$ cat src/rtl/noc_pkg.sv
// Shared NoC definitions: datapath widths, injection-arbiter state encoding and the flit record.
package noc_pkg;

  localparam int NOC_FLIT_W    = 16;
  localparam int NOC_NODE_ID_W = 6;

  typedef enum logic {
    IDLE   = 1'b0,
    LOCKED = 1'b1
  } arb_state_t;

  typedef struct packed {
    logic [NOC_FLIT_W-1:0]    data;
    logic                     last;
    logic [NOC_NODE_ID_W-1:0] dest;
  } flit_t;

  // Index of the set bit in a one-hot vector of up to 8 requesters.
  function automatic logic [2:0] onehot_to_idx(input logic [7:0] oh);
    logic [2:0] idx;
    idx = '0;
    for (int i = 0; i < 8; i++) begin
      if (oh[i]) idx = 3'(i);
    end
    return idx;
  endfunction

endpackage

$ cat src/rtl/noc_inject_arbiter_rr_priority_picker.sv
// Combinational round-robin picker: the first requester after last_grant (wrapping) wins.
module rr_priority_picker #(
  parameter int NUM_REQ = 4,
  localparam int IW = (NUM_REQ > 1) ? $clog2(NUM_REQ) : 1
) (
  input  logic [NUM_REQ-1:0] req,
  input  logic [IW-1:0]      last_grant,
  output logic [NUM_REQ-1:0] winner
);

  logic          found;
  logic [IW-1:0] idx;

  always_comb begin
    winner = '0;
    found  = 1'b0;
    idx    = '0;
    for (int k = 1; k <= NUM_REQ; k++) begin
      idx = IW'((int'(last_grant) + k) % NUM_REQ);
      if (!found && req[idx]) begin
        winner[idx] = 1'b1;
        found       = 1'b1;
      end
    end
  end

endmodule

$ cat src/rtl/noc_inject_arbiter.sv
// Wormhole round-robin arbiter sharing one router injection port, with a registered
// output stage and a per-packet flit watchdog that truncates runaway packets.
//
//   state  | meaning
//   IDLE   | no owner; arbitrate among valid requesters this cycle
//   LOCKED | grant held by one requester until its tail (or truncation) is accepted
module noc_inject_arbiter
  import noc_pkg::*;
#(
  parameter int NUM_REQ   = 4,
  parameter int FLIT_W    = NOC_FLIT_W,
  parameter int NODE_ID_W = NOC_NODE_ID_W,
  parameter int MAX_FLITS = 16
) (
  input  logic                         clk,
  input  logic                         rst_n,
  input  logic [NUM_REQ-1:0]           req_valid,
  input  logic [NUM_REQ*FLIT_W-1:0]    req_data,
  input  logic [NUM_REQ-1:0]           req_last,
  input  logic [NUM_REQ*NODE_ID_W-1:0] req_dest,
  output logic [NUM_REQ-1:0]           req_ready,
  output logic [FLIT_W-1:0]            data_out,
  output logic [NODE_ID_W-1:0]         dest_out,
  output logic                         last_out,
  output logic                         valid_out,
  input  logic                         ready_out,
  output logic [NUM_REQ-1:0]           grant,
  output logic                         err_trunc
);

  localparam int IW = (NUM_REQ > 1) ? $clog2(NUM_REQ) : 1;
  localparam int CW = $clog2(MAX_FLITS + 1);

  arb_state_t           state, state_nxt;
  logic [IW-1:0]        owner;
  logic [IW-1:0]        last_grant;
  logic [IW-1:0]        win_idx;
  logic [NUM_REQ-1:0]   winner;
  logic [NODE_ID_W-1:0] dest_reg;
  logic [CW-1:0]        flit_cnt;
  logic                 out_free;
  logic                 accept;
  logic                 at_max;
  logic                 trunc;
  logic                 release_pkt;

  rr_priority_picker #(.NUM_REQ(NUM_REQ)) u_picker (
    .req        (req_valid),
    .last_grant (last_grant),
    .winner     (winner)
  );

  assign win_idx = IW'(onehot_to_idx(8'(winner)));

  always_comb begin
    out_free    = !valid_out || ready_out;
    accept      = (state == LOCKED) && req_valid[owner] && out_free;
    at_max      = (flit_cnt == CW'(MAX_FLITS - 1));
    trunc       = accept && !req_last[owner] && at_max;
    release_pkt = accept && (req_last[owner] || at_max);
    req_ready   = '0;
    if (state == LOCKED && out_free) req_ready = grant;
    state_nxt = state;
    case (state)
      IDLE:    if (|req_valid) state_nxt = LOCKED;
      LOCKED:  if (release_pkt) state_nxt = IDLE;
      default: state_nxt = IDLE;
    endcase
  end

  always_ff @(posedge clk or negedge rst_n) begin
    if (!rst_n) begin
      state      <= IDLE;
      grant      <= '0;
      owner      <= '0;
      last_grant <= IW'(NUM_REQ - 1);
      dest_reg   <= '0;
      flit_cnt   <= '0;
      data_out   <= '0;
      dest_out   <= '0;
      last_out   <= 1'b0;
      valid_out  <= 1'b0;
      err_trunc  <= 1'b0;
    end else begin
      state     <= state_nxt;
      err_trunc <= trunc;
      if (state == IDLE && |req_valid) begin
        grant    <= winner;
        owner    <= win_idx;
        dest_reg <= req_dest[win_idx*NODE_ID_W +: NODE_ID_W];
        flit_cnt <= '0;
      end
      // Output register may still hold the previous tail while a new owner is picked.
      if (accept) begin
        data_out  <= req_data[owner*FLIT_W +: FLIT_W];
        last_out  <= req_last[owner] || at_max;
        dest_out  <= dest_reg;
        valid_out <= 1'b1;
        flit_cnt  <= flit_cnt + 1'b1;
        if (release_pkt) begin
          grant      <= '0;
          last_grant <= owner;
        end
      end else if (ready_out) begin
        valid_out <= 1'b0;
      end
    end
  end

endmodule

$ cat config.mk
export PLATFORM = sky130hd
export DESIGN_NAME = noc_inject_arbiter
export DESIGN_NICKNAME = d
export VERILOG_FILES = /design/src/rtl/noc_pkg.sv /design/src/rtl/noc_inject_arbiter_rr_priority_picker.sv /design/src/rtl/noc_inject_arbiter.sv
export SDC_FILE = /design/constraint.sdc
export NUM_CORES = 1
export LEC_CHECK = 0
export ABC_AREA = 1
export CAP_MARGIN = 20
export CORE_MARGIN = 3
export CORE_UTILIZATION = 40
export CTS_CLUSTER_SIZE = 30
export DETAILED_ROUTE_END_ITERATION = 8
export GPL_TIMING_DRIVEN = 0
export PLACE_DENSITY = 0.87
export SLEW_MARGIN = 20
export SYNTH_ARGS = -nofsm -noshare
export SYNTH_HDL_FRONTEND = slang
export SYNTH_SLANG_ARGS = --single-unit
$ cat constraint.sdc
create_clock -name clk -period 7.05 [get_ports clk]
set_input_delay 1.0575 -clock clk [delete_from_list [all_inputs] [get_ports clk]]
set_output_delay 1.0575 -clock clk [all_outputs]
set_load 0.01 [all_outputs]
==> metrics.md <==
| Metric | Value |
|---|---|
| Sequential power share | 24.1% |
| Routed vias/inst | between 5 and 6 |
| # setup viols final | 0 |
| Top cells by area, synth | dfrtp_1 36%, nor2_1 14%, nand2_1 13%, o21ai_0 7.6%, inv_1 4.6% |
| Synth Register Bits | 45 |
| Post-Synth Adder-Cell Area | 4.14% |
| Gr ovfl total | 0 |
| Post-synthesis async set-or-reset flop share | between 90% and 100% |
| Slew HR | between 40% and 50% |
| Share of layout cells above drive strength 1 | under 10% |
| Power per cell area | roughly 420 nW/um^2 |
| R2R Path Start | last_grant[1] |
| Num CTS Buffers | 5 |
| Post-synth EDFFs | 0 |
| Reg2reg setup slack | roughly 4.4 ns |
| Worst Path Max Fanout | 5 |
| Status | finished clean |
| Synth area leader | dfrtp_1 |
| Die Wd | 92.9 um |
| Max Buffers Root-to-Sink | 2 |
| GP Congestion | 0.891 |
| Post-Synth Simple-Gate Area | 36.2% |
| Vias in the first global route | between 3000 and 4000 |
| Synth top cells by count | 109 x nor2_1, 105 x nand2_1, 46 x o21ai_0 |
| R2R Path End | dest_reg[0] |
| Synth Area in XOR/XNOR | 0.290% |
| Sw frac | between 40% and 50% |
| Final hold violation count | 0 |
| DRT iter0 DRCs | about 220 |
| Clock-pin transition on the worst setup and hold timing paths | around 0.09 ns |
| Placeable Area | about 7300 sq um |
| Largest family of logic cells by synthesized area | simple AND/OR/NAND/NOR gates |
| Antenna violations before repair | 0 |
| Most frequent cell after synthesis | nor2_1 |
| Setup crit end | req_ready[1] |
| Die ar. | between 8000 and 9000 sq um |
| Worst VDD drop | around 0.00019 V |
| Setup slack at placement | ~3.3 ns |
| Largest net degree at the start of global routing | 32 |
| CTS tree | built |
| Portion of netlist area occupied by mux cells | 0% |
| CP arrival | 2.79 ns |
| Max reg flops | 16 |
| Compound-Gate Fraction of Synth Area | 13.9% |
| H-tree levels | 2 |
| Most used flip-flop cell after synthesis | dfrtp_1 |
| Top cell type's share of synthesized area | between 30% and 40% |
| Post-Syn Area | about 3000 sq um |
| Comb power frac | between 60% and 70% |
| Worst min-delay path category | reg2reg |
| First-pass GRT wire length | 16600 um |
| Resize count post-CTS | 0 |
| Fillcell total | roughly 640 |
| WL per Instance | around 15 um |
| Detailed placer's ending HPWL | 8200 um |
| Setup bufs post-CTS | 0 |
| # hold bufs at CTS | 0 |
| Synth-to-layout area growth | 51.7% |
| Clock Sinks | 45 |
| Routed Antenna Nets | 0 |
| Cell variety after synth | 29 |
| Clk_lat worst skew | around 0.31 ns |
| Layout Skew | 0.0102 ns |
| Startpoint types | input port |
| Clk network pwr share | between 10 and 15% |
| Starting Density | 41.4% |
| Worst setup EP type | output pin |
| Worst slew pin tran | a little under 0.8 ns |
| Clk root buf | clkbuf_8 |
| Ant diodes | 0 |
| Setup crit start | ready_out |
| Syn Inst Count | between 400 and 500 |
| RSZ-0062 raised after global routing | false |
| Mapped Nets | 559 |
| Max-slew violations | 0 |
| Internal power | approximately 0.0010 W |
| Syn_area_per_cell | 6.71 sq um |
| Synth warn | 0 |
| FP Rows | 31 |
| WL final | between 10000 and 15000 um |
| Sequential fraction of the synthesis area | between 30% and 40% |
| Die Y | a little over 90 um |
| Pleak | 2.12 nW |
| Setup TNS | 0 ns |
| Port bufs | approximately 130 |
| Tmin final | between 3 and 4 ns |
| Sw Pwr | between 0.0009 and 0.001 W |
| # Max-Cap Violations | 0 |
| Top-Level Pins | 132 |
| Worst setup margin | approximately 3.2 ns |
| Required @ worst endpoint | around 6.0 ns |
| Inst Count DP | between 600 and 700 |
| GRT Total Usage | 24.2% |
| DR vias | 3515 |
| Final #Nets | between 600 and 700 |
| Drt pass-1 iters | 4 |
| Max Clock Freq | 260 MHz |
| Critical path class | in2out |
| Period Utilization, post-route | a little over half |
| Final Util | a little over three fifths |
| Post-route DRC | 0 |
| Cell count of the worst reg-to-reg path | 15 |
| Non-Filler Instances | approximately 690 |
final cells by class:
cell class | instances | area [sq um] | share of cell area (%)
Timing Repair Buffer | 132 | 1330 | 28.9
Clock buffer | 6 | 72.6 | 1.58
Inverter | 43 | 164 | 3.58
Multi-Input combinational cell | 343 | 1650 | 35.9
Tap cell | 99 | 124 | 2.70
Buffer | 19 | 82.6 | 1.80
Clock inverter | 2 | 38.8 | 0.847
Sequential cell | 45 | 1130 | 24.6
routing by layer:
layer / global-route usage (%) / vias to the layer above / share of wire (%)
li1: - / 1706 / -
met1: 27.4 / 1631 / 38
met2: 44.1 / 154 / 50
met3: 5.44 / 24 / 9.0
met4: 9.04 / 0 / 2.7
met5: 0 / - / 0
cell families (layout without fill, tap and decap cells):
| group | after synthesis | count (layout) |
|---|---|---|
| and+or+nand+nor | 255 | 255 |
| buffers and inverters | 62 | 202 |
| adders and majority gates | 10 | 10 |
| DFF | 45 | 45 |
| AOI/OAI and AO/OA | 77 | 77 |
| xor gates and xnor gates | 1 | 1 |
power by group through the flow:
stage          Sequential, W  Combinational [W]  Clock, W
2_1_floorplan       0.000488           0.000769         0
3_3_place_gp        0.000463            0.00122         0
3_5_place_dp        0.000469            0.00127         0
4_1_cts             0.000465            0.00127  0.000197
5_1_grt             0.000478            0.00143  0.000211
6_report            0.000467            0.00127  0.000198
worst max-delay path, stage by stage:
cell and delay (ns):
clkdlybuf4s50_1 0.41, o21ai_0 0.64, nor2_1 0.15, clkdlybuf4s50_1 0.53
metrics by stage:
stage               total power (W)  cell area (sq um)  hold WS, ns
CTS                         0.00194               4580        0.479
detailed placement          0.00174               4470        0.458
finish                      0.00194               4580        0.473
floorplan                   0.00126               3020        0.449
global route                0.00212               4580        0.498
global placement            0.00168               4460        0.457
worst min path at each step:
stage / slack (ns) / to / depth (start not counted) / from
2_1_floorplan: 0.45 / dest_reg[0] / 2 / dest_reg[0]
4_1_cts: 0.48 / last_out / 2 / last_out
3_3_place_gp: 0.46 / last_out / 2 / last_out
5_1_grt: 0.50 / last_out / 2 / last_out
3_5_place_dp: 0.46 / last_out / 2 / last_out
6_report: 0.47 / last_out / 2 / last_out
cell usage in the layout (no fill, tap or decap):
cell	n
nand3b_4	1
nor2_4	3
nand2_2	3
a41oi_1	1
nand4_1	3
nor2_2	6
clkdlybuf4s50_1	130
clkbuf_1	13
buf_6	1
clkbuf_8	5
dfrtp_1	43
inv_1	37
bufinv_16	1
inv_4	1
ha_1	10
clkinv_1	3
inv_2	2
o21ai_2	1
clkinv_4	1
nand3_2	2
buf_1	3
o22ai_1	3
o211ai_1	1
xor2_1	1
a21oi_1	9
nand2_1	105
buf_12	1
dfstp_2	2
nor2_1	109
a31oi_1	16
o21ai_0	46
nand3_1	19
nand2_4	4
buf_2	4
Note: power is estimated with default switching activity, not from simulation.
